===== src/rtl/req_debounce4_pkg.sv =====
`default_nettype none
// ============================================================================
// Module  : req_debounce_pkg
// Brief   : Shared constants and line-vector type for the req_debounce4 slice.
// Rev     : 1.0  initial release
// ============================================================================
package req_debounce_pkg;

    localparam int unsigned NUM_LINES           = 4;
    localparam int unsigned DEF_DEBOUNCE_CYCLES = 4;
    localparam int unsigned DEF_CNT_W           = 3;

    typedef logic [NUM_LINES-1:0] line_vec_t;

    function automatic logic any_set(input line_vec_t v);
        return |v;
    endfunction

endpackage
`default_nettype wire


===== src/rtl/req_debounce4_if.sv =====
`default_nettype none
// ============================================================================
// Module  : req_debounce4_if
// Brief   : Raw request lines in, debounced levels and change pulse out.
//           clr exists only when STICKY_REQ_EN is defined.
// Rev     : 1.0  initial release
// ============================================================================
interface req_debounce4_if;

    logic b3;
    logic b2;
    logic b1;
    logic b0;
    logic y3;
    logic y2;
    logic y1;
    logic y0;
    logic chg;
`ifdef STICKY_REQ_EN
    logic clr;

    modport master (
        output b3, b2, b1, b0, clr,
        input  y3, y2, y1, y0, chg
    );

    modport slave (
        input  b3, b2, b1, b0, clr,
        output y3, y2, y1, y0, chg
    );
`else
    modport master (
        output b3, b2, b1, b0,
        input  y3, y2, y1, y0, chg
    );

    modport slave (
        input  b3, b2, b1, b0,
        output y3, y2, y1, y0, chg
    );
`endif

endinterface
`default_nettype wire


===== src/rtl/req_debounce4_deb_line.sv =====
`default_nettype none
// ============================================================================
// Module  : deb_line
// Brief   : One request line: 2-flop synchroniser, stability counter and
//           debounced level register with a same-edge update flag.
// Rev     : 1.0  initial release
// ============================================================================
module deb_line
    import req_debounce_pkg::*;
#(
    parameter int unsigned DEBOUNCE_CYCLES = DEF_DEBOUNCE_CYCLES,
    parameter int unsigned CNT_W           = DEF_CNT_W
) (
    input  wire logic clk,
    input  wire logic rst,
    input  wire logic i_b,
    output logic      o_lvl,
    output logic      o_upd
);

    localparam logic [CNT_W-1:0] c_cnt_last = CNT_W'(DEBOUNCE_CYCLES - 1);

    logic             s1_q;
    logic             s1_d;
    logic             s2_q;
    logic             s2_d;
    logic             lvl_q;
    logic             lvl_d;
    logic [CNT_W-1:0] cnt_q;
    logic [CNT_W-1:0] cnt_d;
    logic             w_upd;

    always_comb begin
        s1_d  = i_b;
        s2_d  = s1_q;
        lvl_d = lvl_q;
        cnt_d = cnt_q;
        w_upd = 1'b0;
        // Any agreement with the current level discards all progress.
        if (s2_q == lvl_q) begin
            cnt_d = '0;
        end else if (cnt_q == c_cnt_last) begin
            lvl_d = s2_q;
            cnt_d = '0;
            w_upd = 1'b1;
        end else begin
            cnt_d = cnt_q + CNT_W'(1);
        end
    end

    always_ff @(posedge clk or posedge rst) begin
        if (rst) begin
            s1_q  <= 1'b0;
            s2_q  <= 1'b0;
            lvl_q <= 1'b0;
            cnt_q <= '0;
        end else begin
            s1_q  <= s1_d;
            s2_q  <= s2_d;
            lvl_q <= lvl_d;
            cnt_q <= cnt_d;
        end
    end

    assign o_lvl = lvl_q;
    assign o_upd = w_upd;

endmodule
`default_nettype wire


===== src/rtl/req_debounce4.sv =====
`default_nettype none
// ============================================================================
// Module  : req_debounce4
// Brief   : Four independent debounced request lines feeding the 4-to-2
//           priority encoder; chg pulses once per edge where any y changed.
//           Optional macro STICKY_REQ_EN: y latches rises until clr.
// Rev     : 1.0  initial release
// ============================================================================
module req_debounce4
    import req_debounce_pkg::*;
#(
    parameter int unsigned DEBOUNCE_CYCLES = DEF_DEBOUNCE_CYCLES,
    parameter int unsigned CNT_W           = DEF_CNT_W
) (
    input  wire logic      clk,
    input  wire logic      rst,
    req_debounce4_if.slave bus
);

    line_vec_t w_b;
    line_vec_t w_lvl;
    line_vec_t w_upd;
    line_vec_t w_y;
    logic      chg_q;
    logic      chg_d;

    assign w_b = {bus.b3, bus.b2, bus.b1, bus.b0};

    generate
        for (genvar gi = 0; gi < NUM_LINES; gi++) begin : g_line
            deb_line #(
                .DEBOUNCE_CYCLES (DEBOUNCE_CYCLES),
                .CNT_W           (CNT_W)
            ) u_deb (
                .clk   (clk),
                .rst   (rst),
                .i_b   (w_b[gi]),
                .o_lvl (w_lvl[gi]),
                .o_upd (w_upd[gi])
            );
        end
    endgenerate

`ifdef STICKY_REQ_EN
    line_vec_t y_q;
    line_vec_t y_d;

    // Rises are OR'd in after the clear so a coincident rise survives clr.
    always_comb begin
        y_d = y_q;
        if (bus.clr) begin
            y_d = '0;
        end
        y_d   = y_d | (w_upd & ~w_lvl);
        chg_d = any_set(y_d ^ y_q);
    end

    always_ff @(posedge clk or posedge rst) begin
        if (rst) begin
            y_q <= '0;
        end else begin
            y_q <= y_d;
        end
    end

    assign w_y = y_q;
`else
    always_comb begin
        chg_d = any_set(w_upd);
    end

    assign w_y = w_lvl;
`endif

    always_ff @(posedge clk or posedge rst) begin
        if (rst) begin
            chg_q <= 1'b0;
        end else begin
            chg_q <= chg_d;
        end
    end

    assign bus.y3  = w_y[3];
    assign bus.y2  = w_y[2];
    assign bus.y1  = w_y[1];
    assign bus.y0  = w_y[0];
    assign bus.chg = chg_q;

endmodule
`default_nettype wire


===== src/flat_wrapper.sv =====
// flat-port wrapper written by rule: the top's interface ports become plain ports
module req_debounce4_flat import req_debounce_pkg::*;
#(
    parameter int unsigned DEBOUNCE_CYCLES = DEF_DEBOUNCE_CYCLES,
    parameter int unsigned CNT_W           = DEF_CNT_W
)
  (clk, rst, bus_b3, bus_b2, bus_b1, bus_b0, bus_y3, bus_y2, bus_y1, bus_y0, bus_chg);
  req_debounce4_if bus_i ();
  input  wire logic clk;
  input  wire logic rst;
  input wire logic [$bits(bus_i.b3)-1:0] bus_b3;
  input wire logic [$bits(bus_i.b2)-1:0] bus_b2;
  input wire logic [$bits(bus_i.b1)-1:0] bus_b1;
  input wire logic [$bits(bus_i.b0)-1:0] bus_b0;
  output wire logic [$bits(bus_i.y3)-1:0] bus_y3;
  output wire logic [$bits(bus_i.y2)-1:0] bus_y2;
  output wire logic [$bits(bus_i.y1)-1:0] bus_y1;
  output wire logic [$bits(bus_i.y0)-1:0] bus_y0;
  output wire logic [$bits(bus_i.chg)-1:0] bus_chg;
  assign bus_i.b3 = bus_b3;
  assign bus_i.b2 = bus_b2;
  assign bus_i.b1 = bus_b1;
  assign bus_i.b0 = bus_b0;
  assign bus_y3 = bus_i.y3;
  assign bus_y2 = bus_i.y2;
  assign bus_y1 = bus_i.y1;
  assign bus_y0 = bus_i.y0;
  assign bus_chg = bus_i.chg;
  req_debounce4 #(.DEBOUNCE_CYCLES(DEBOUNCE_CYCLES), .CNT_W(CNT_W)) u_core (.clk(clk), .rst(rst), .bus(bus_i));
endmodule

===== config.mk =====
export PLATFORM = sky130hd
export DESIGN_NAME = req_debounce4_flat
export DESIGN_NICKNAME = d
export VERILOG_FILES = /design/src/rtl/req_debounce4_pkg.sv /design/src/rtl/req_debounce4_if.sv /design/src/rtl/req_debounce4_deb_line.sv /design/src/rtl/req_debounce4.sv /design/src/flat_wrapper.sv
export SDC_FILE = /design/constraint.sdc
export NUM_CORES = 1
export LEC_CHECK = 0
export ABC_AREA = 1
export CAP_MARGIN = 10
export CORE_ASPECT_RATIO = 1.4
export CORE_UTILIZATION = 35
export DETAILED_ROUTE_END_ITERATION = 8
export GPL_ROUTABILITY_DRIVEN = 0
export GPL_TIMING_DRIVEN = 0
export PLACE_DENSITY = 0.56
export REMOVE_ABC_BUFFERS = 1
export SETUP_SLACK_MARGIN = 0.5
export SYNTH_ARGS = -nofsm -noshare
export SYNTH_HDL_FRONTEND = slang
export SYNTH_SLANG_ARGS = --single-unit

===== constraint.sdc =====
create_clock -name clk -period 1 [get_ports clk]
set_input_delay 0.2 -clock clk [delete_from_list [all_inputs] [get_ports clk]]
set_output_delay 0.2 -clock clk [all_outputs]
set_load 0.005 [all_outputs]

==> results of run 1 <==
==> how the worst min path moves through the flow <==
stage	startpoint	endpoint
after global placement	u_core.g_line[1].u_deb.s1_q$_DFF_PP0_	u_core.g_line[1].u_deb.s2_q$_DFF_PP0_
after floorplan	rst	u_core.bus.chg$_DFF_PP0_
final	rst	u_core.g_line[0].u_deb.cnt_q[0]$_DFF_PP0_
after detailed placement	u_core.g_line[0].u_deb.s1_q$_DFF_PP0_	u_core.g_line[0].u_deb.s2_q$_DFF_PP0_
after CTS	rst	u_core.g_line[0].u_deb.cnt_q[0]$_DFF_PP0_
after global routing	rst	u_core.g_line[0].u_deb.cnt_q[0]$_DFF_PP0_
==> flip-flops by register name, indices dropped and copies added (netlist names) <==
name,cells
u_core.g_line.u_deb.cnt_q,12
u_core.g_line.u_deb.o_lvl,4
u_core.g_line.u_deb.s1_q,4
u_core.g_line.u_deb.s2_q,4
u_core.bus.chg,1
==> stage by stage <==
step                util, %  instance area, sq um  cells
detailed placement     43.0                  1140    142
global placement       43.0                  1140    142
CTS                    49.0                  1290    158
finish                 52.0                  1380    161
global route           52.0                  1380    161
floorplan                 -                   991     96
==> routing by layer <==
metal  global-route usage (%)  vias to the layer above  wire length, um
li1                         -                      351                -
met1                     14.5                      347              608
met2                     22.6                        8              935
met3                     1.67                        2               35
met4                     6.43                        0               21
met5                        0                        -                0
==> final cells by class <==
cell class | count | share of cell area, %
Sequential cell | 25 | 45.5
Tap cell | 36 | 3.28
Timing Repair inverter | 1 | 0.546
Inverter | 18 | 5.73
Timing Repair Buffer | 24 | 14.1
Clock buffer | 4 | 1.91
Multi-Input combinational cell | 53 | 28.9
==> power groups by stage <==
stage	logic (mW)	clock network, mW	registers [mW]
floorplan	0.513	0	1.39
global placement	0.789	0	1.39
detailed placement	0.821	0	1.40
CTS	1.16	0.452	1.37
global route	1.57	0.488	1.42
finish	1.41	0.425	1.39
==> Yosys cell counts <==
library cell,n,area [sq um]
o21ai_0,4,20.0
nor2_2,1,6.26
nor2_1,7,26.3
nor3_2,1,10.0
inv_1,18,67.6
nor2_4,3,33.8
nand3_1,3,15.0
nor3b_2,1,12.5
nand2_1,23,86.3
nand3_2,1,10.0
ha_1,4,50.1
dfrtp_1,25,626
nand2_2,2,12.5
nor3_1,3,15.0
==> logic make-up (layout without fill, tap and decap cells) <==
logic type	after synthesis	count (layout)	synth area share (%)
adder cells (fa/ha/maj)	4	4	5.05
AO/OA/AOI/OAI	4	4	2.02
buffers and inverters	18	47	6.82
flip-flops	25	25	63.1
AND/OR/NAND/NOR	45	45	23.0
==> cell usage in the layout (no fill, tap or decap), types with 4 or more instances in the layout <==
cell type	synthesis	layout
dfrtp_1	25	25
nand2_1	23	14
buf_4	0	10
inv_1	18	8
inv_2	0	6
nand2_4	0	6
nor2_1	7	6
nand2_2	2	5
buf_2	0	5
nor2_4	3	4
o21ai_1	0	4
nor3_2	1	4
clkdlybuf4s50_1	0	4
buf_6	0	4
==> what timing repair did <==
action,in CTS,in global routing
resized for setup,49,19
endpoints found under the setup margin,47,22
setup buffers,11,3
pin swaps,10,13
gates cloned,1,0
==> metrics.yaml, run 1 <==
cells_and_area:
  seq_area_sq_um: 626
  nFillCells: 258
  multi_input_area_sq_um: 398
  layout-drive-gt1-share_pct: 48.0
  fin_nets: 136
  syn_to_final_growth_pct: 38.8
  antenna_cells: 0
timing:
  finalCritPeriodShare_pct: 107
  maxSlewViolCount: 0
  hold_viol: 0
  min_period_ps: 1070
  worst_pin_slew_ps: 292
  slew_headroom_pct: 80.5
  fin_setup_tns_ps: -226
  finClkSkew_ps: 4.34
  fin_hold_ws_ps: 51.8
  grt_setup_unrepaired: "yes"
  fmax_ghz: 0.931
  setup_viol: 6
  fin_ws_ps: -74.5
synth:
  synthesis.area_sq_um: 991
  ys_seq_area_share_pct: 63.1
  syn_inst: 96
  ys_ff_latch: 25
  synth_cell_type_count: 14
  ys_warn_count: 0
  avgSynthCellArea_sq_um: 10.3
floorplan:
  dieArea_sq_mm: 0.00305
  core.rowCount: 22
  die_w_um: 47.0
  core_sq_mm: 0.00264
  start_util_pct: 37.5
  dieHeight_um: 65.0
  io_pins: 11
place:
  hpwl_um: 979
  post-place-ws_ps: -378
  port_buffers: 10
clocking:
  cts_buffers: 3
  hold_buffers: 0
  cts.sinks: 25
  cts.htree.levels: 1
  root_buffer: "clkbuf_4"
  clk_path_buf_depth: 2
  path_clk_slew_ps: 120
  clock_latency_ps: 300
  cts_tree: "done"
worst_setup_path:
  cp-startpoint: "u_core.g_line[3].u_deb.cnt_q[0]$_DFF_PP0_"
  path_cells: "ha_2 > inv_2 > nor2_4 > nand3_2 > nand2_1 > inv_1 > nand2_1"
  cp.arrival_ps: 1330
  start_kind: "register"
  slowest_stage: "dfrtp_1"
  critPathMostFrequentCell: "nand2_1"
  r2r_setup_slack_ps: -70
  crit_family: "flip-flops"
  ff2ff_path_depth: 7
  path_class: "reg2reg"
  timing.rr.end: "u_core.bus.chg$_DFF_PP0_"
  crit_path_end_kind: "register"
  r2r_start: "u_core.g_line[3].u_deb.cnt_q[0]$_DFF_PP0_"
  cp.depth: 7
  crit_path_end: "u_core.bus.chg$_DFF_PP0_"
  cp_max_fo: 5
  required_ps: 1250
  crit_buf_inv: 2
  max_stage_delay_ps: 390
power:
  clkPwrFrac_pct: 13.2
  power_leakage_nw: 0.670
  p_comb_share_pct: 43.7
  swShare_pct: 32.9
  pwr-share-seq_pct: 43.1
  power.total_mw: 3.22
  power.density_mw_per_mm2: 2340
  internal_power_mw: 2.16
  ir_worst_vdd_uv: 1130
  p_switching_mw: 1.06
grt:
  grt_usage_pct: 12.9
  grt-ovfl-total: 0
  grt_pass1_vias: 715
  antenna_found_initial: 0
  grt_pass1_wl_mm: 2.84
  grt_max_degree: 14
run_status:
  status: "finished, violations left"
  violations: "negative setup slack"
worst_hold_path:
  hold_path_class: "in2async"
route:
  drc: 0
  wire_per_inst_um: 9.94
  via_count: 708
  routed_wl_mm: 1.60
  ant_nets: 0
  dr.pass1.iters: 2
  drt_iter0_drc: 6
  vias_per_cell: 4.40
job:
  max-cap-violations: 0
Power figures use the tool's default switching activity.
==> run 2, diff against run 1 <==
==> constraint.sdc (replaced) <==
create_clock -name clk -period 0.9 [get_ports clk]
set_input_delay 0.18 -clock clk [delete_from_list [all_inputs] [get_ports clk]]
set_output_delay 0.18 -clock clk [all_outputs]
set_load 0.005 [all_outputs]
==> metrics.yaml, run 2 (synthesis gave the netlist of run 1 again) <==
cells_and_area:
  fin_nets: 137  # was 136
  finalInstanceArea_sq_mm: 0.00140  # was 0.00138 sq mm
  final_core_utilization_pct: 52.8  # was 52.0%
  antenna_cells: 0  # unchanged
  layout-drive-gt1-share_pct: 47.6  # was 48.0%
  largest_reg_flops: 12  # unchanged
  final_common_cell: "dfrtp_1"  # unchanged
  syn_to_final_growth_pct: 40.8  # was 38.8%
  nFillCells: 258  # unchanged
  top_register: "u_core.g_line.u_deb.cnt_q"  # unchanged
  seq_area_sq_um: 626  # unchanged
  final_cell_mix: "dfrtp_1, nand2_1, inv_1, buf_4, nand2_4"  # was dfrtp_1, nand2_1, buf_4
  multi_input_area_sq_um: 398  # unchanged
timing:
  slew_headroom_pct: 77.9  # was 80.5%
  grt_setup_unrepaired: "yes"  # unchanged
  min_period_ps: 1070  # about the same
  fin_ws_ps: -173  # was -74.5 ps
  fin_hold_ws_ps: 20.7  # was 51.8 ps
  fmax_ghz: 0.932  # was 0.931 GHz
  maxSlewViolCount: 0  # unchanged
  finalCritPeriodShare_pct: 119  # was 107%
  worst_pin_slew_ps: 331  # was 292 ps
  finClkSkew_ps: 6.22  # was 4.34 ps
  setup_viol: 19  # was 6
  hold_viol: 0  # unchanged
job:
  max-cap-violations: 0  # unchanged
power:
  power.density_mw_per_mm2: 2550  # was 2340 mW/mm^2
  power_leakage_nw: 0.674  # was 0.670 nW
  power.total_mw: 3.56  # was 3.22 mW
  ir_worst_vdd_uv: 1250  # was 1130 uV
grt:
  grt_busiest_layer: "met2"  # unchanged
  grt_pass1_vias: 720  # was 715
  grtUsageMet1_pct: 15.0  # was 14.5%
  grt_usage_pct: 12.9  # about the same
  grt-ovfl-total: 0  # unchanged
  grt_max_degree: 14  # unchanged
  use_met3_pct: 1.67  # unchanged
  antenna_found_initial: 0  # unchanged
  grt_util_met2_pct: 21.9  # was 22.6%
  grt_pass1_wl_mm: 2.84  # about the same
clocking:
  hold_buffers: 0  # unchanged
  root_buffer: "clkbuf_4"  # unchanged
  clk_path_buf_depth: 2  # unchanged
  clock_latency_ps: 300  # about the same
  cts_buffers: 3  # unchanged
  cts.htree.levels: 1  # unchanged
  cts_tree: "done"  # unchanged
  path_clk_slew_ps: 130  # was 120 ps
  cts.sinks: 25  # unchanged
floorplan:
  io_pins: 11  # unchanged
  dieHeight_um: 65.0  # unchanged
  start_util_pct: 37.5  # unchanged
  die_w_um: 47.0  # unchanged
  core_sq_mm: 0.00264  # unchanged
  core.rowCount: 22  # unchanged
  dieArea_sq_mm: 0.00305  # unchanged
route:
  via_count: 715  # was 708
  routed_wl_mm: 1.62  # was 1.60 mm
  wire_per_inst_um: 10.0  # was 9.94 um
  vias_per_cell: 4.41  # was 4.40
  dr.pass1.iters: 2  # unchanged
  ant_nets: 0  # unchanged
  drc: 0  # unchanged
  drt_iter0_drc: 8  # was 6
worst_setup_path:
  cp.arrival_ps: 1320  # was 1330 ps
  crit_path_end_kind: "register"  # unchanged
  start_kind: "register"  # unchanged
  required_ps: 1150  # was 1250 ps
  path_class: "reg2reg"  # unchanged
  cp_max_fo: 5  # unchanged
run_status:
  status: "finished, violations left"  # unchanged
  violations: "negative setup slack"  # unchanged
worst_hold_path:
  hold_path_class: "in2async"  # unchanged
place:
  hpwl_um: 979  # unchanged
  port_buffers: 10  # unchanged
  place_area_sq_mm: 0.00114  # unchanged
## run 2: metrics by stage
| step | std cells | TNS (ps) | setup slack [ps] |
|---|---|---|---|
| floorplan | 96 | -216 | -82.7 |
| global placement | 142 | -12060 | -433 |
| detailed placement | 142 | -13020 | -458 |
| CTS | 159 | -1270 | -136 |
| global route | 162 | -2420 | -224 |
| finish | 162 | -1280 | -173 |
## run 2: layout make-up
type / count / share of cell area [%]
repair buffers: 24 / 14.8
multi-input cells: 53 / 28.5
well taps: 36 / 3.23
repair inverters: 2 / 1.08
clock buffers: 4 / 1.88
inverters: 18 / 5.65
flip-flops and latches: 25 / 44.8
## run 2: timing repair
action,CTS,global route
gates cloned,2,0
pin swaps,7,17
setup endpoints to repair,51,26
hold endpoints to repair,0,0
setup buffers,11,3
gates resized for setup,45,22
## run 2: worst paths after layout
| path | startpoint | endpoint | slack [ps] | cells after the start |
|---|---|---|---|---|
| hold reg to reg | u_core.g_line[0].u_deb.s1_q$_DFF_PP0_ | u_core.g_line[0].u_deb.s2_q$_DFF_PP0_ | 360 | 0 |
| setup reg to reg | u_core.g_line[3].u_deb.cnt_q[0]$_DFF_PP0_ | u_core.bus.chg$_DFF_PP0_ | -170 | 7 |
| setup / recovery | u_core.g_line[3].u_deb.cnt_q[0]$_DFF_PP0_ | u_core.bus.chg$_DFF_PP0_ | -170 | 7 |
| min in group clk | bus_b0 | u_core.g_line[0].u_deb.s1_q$_DFF_PP0_ | 290 | 1 |
| hold / removal | rst | u_core.g_line[3].u_deb.cnt_q[2]$_DFF_PP0_ | 20 | 2 |
| max in group asynchronous | rst | u_core.g_line[3].u_deb.o_lvl$_DFFE_PP0P_ | 660 | 3 |
## run 2: critical path, stage by stage (launching register included)
cell,delay [ps]
dfrtp_1,390
ha_2,180
inv_2,40
nor2_4,170
nand3_2,100
nand2_1,60
inv_1,30
nand2_1,40
## run 2: power by group
group | leakage [nW] | switching, mW | internal [mW]
clock | 0.0150 | 0.302 | 0.173
combinational | 0.344 | 0.728 | 0.815
sequential | 0.315 | 0.150 | 1.39
total | 0.674 | 1.18 | 2.38
## run 2: layer usage
metal / vias up / share of wire [%]
met1: 352 / 37
li1: 353 / -
met5: - / 0
met4: 0 / 1.3
met2: 8 / 59
met3: 2 / 2.2
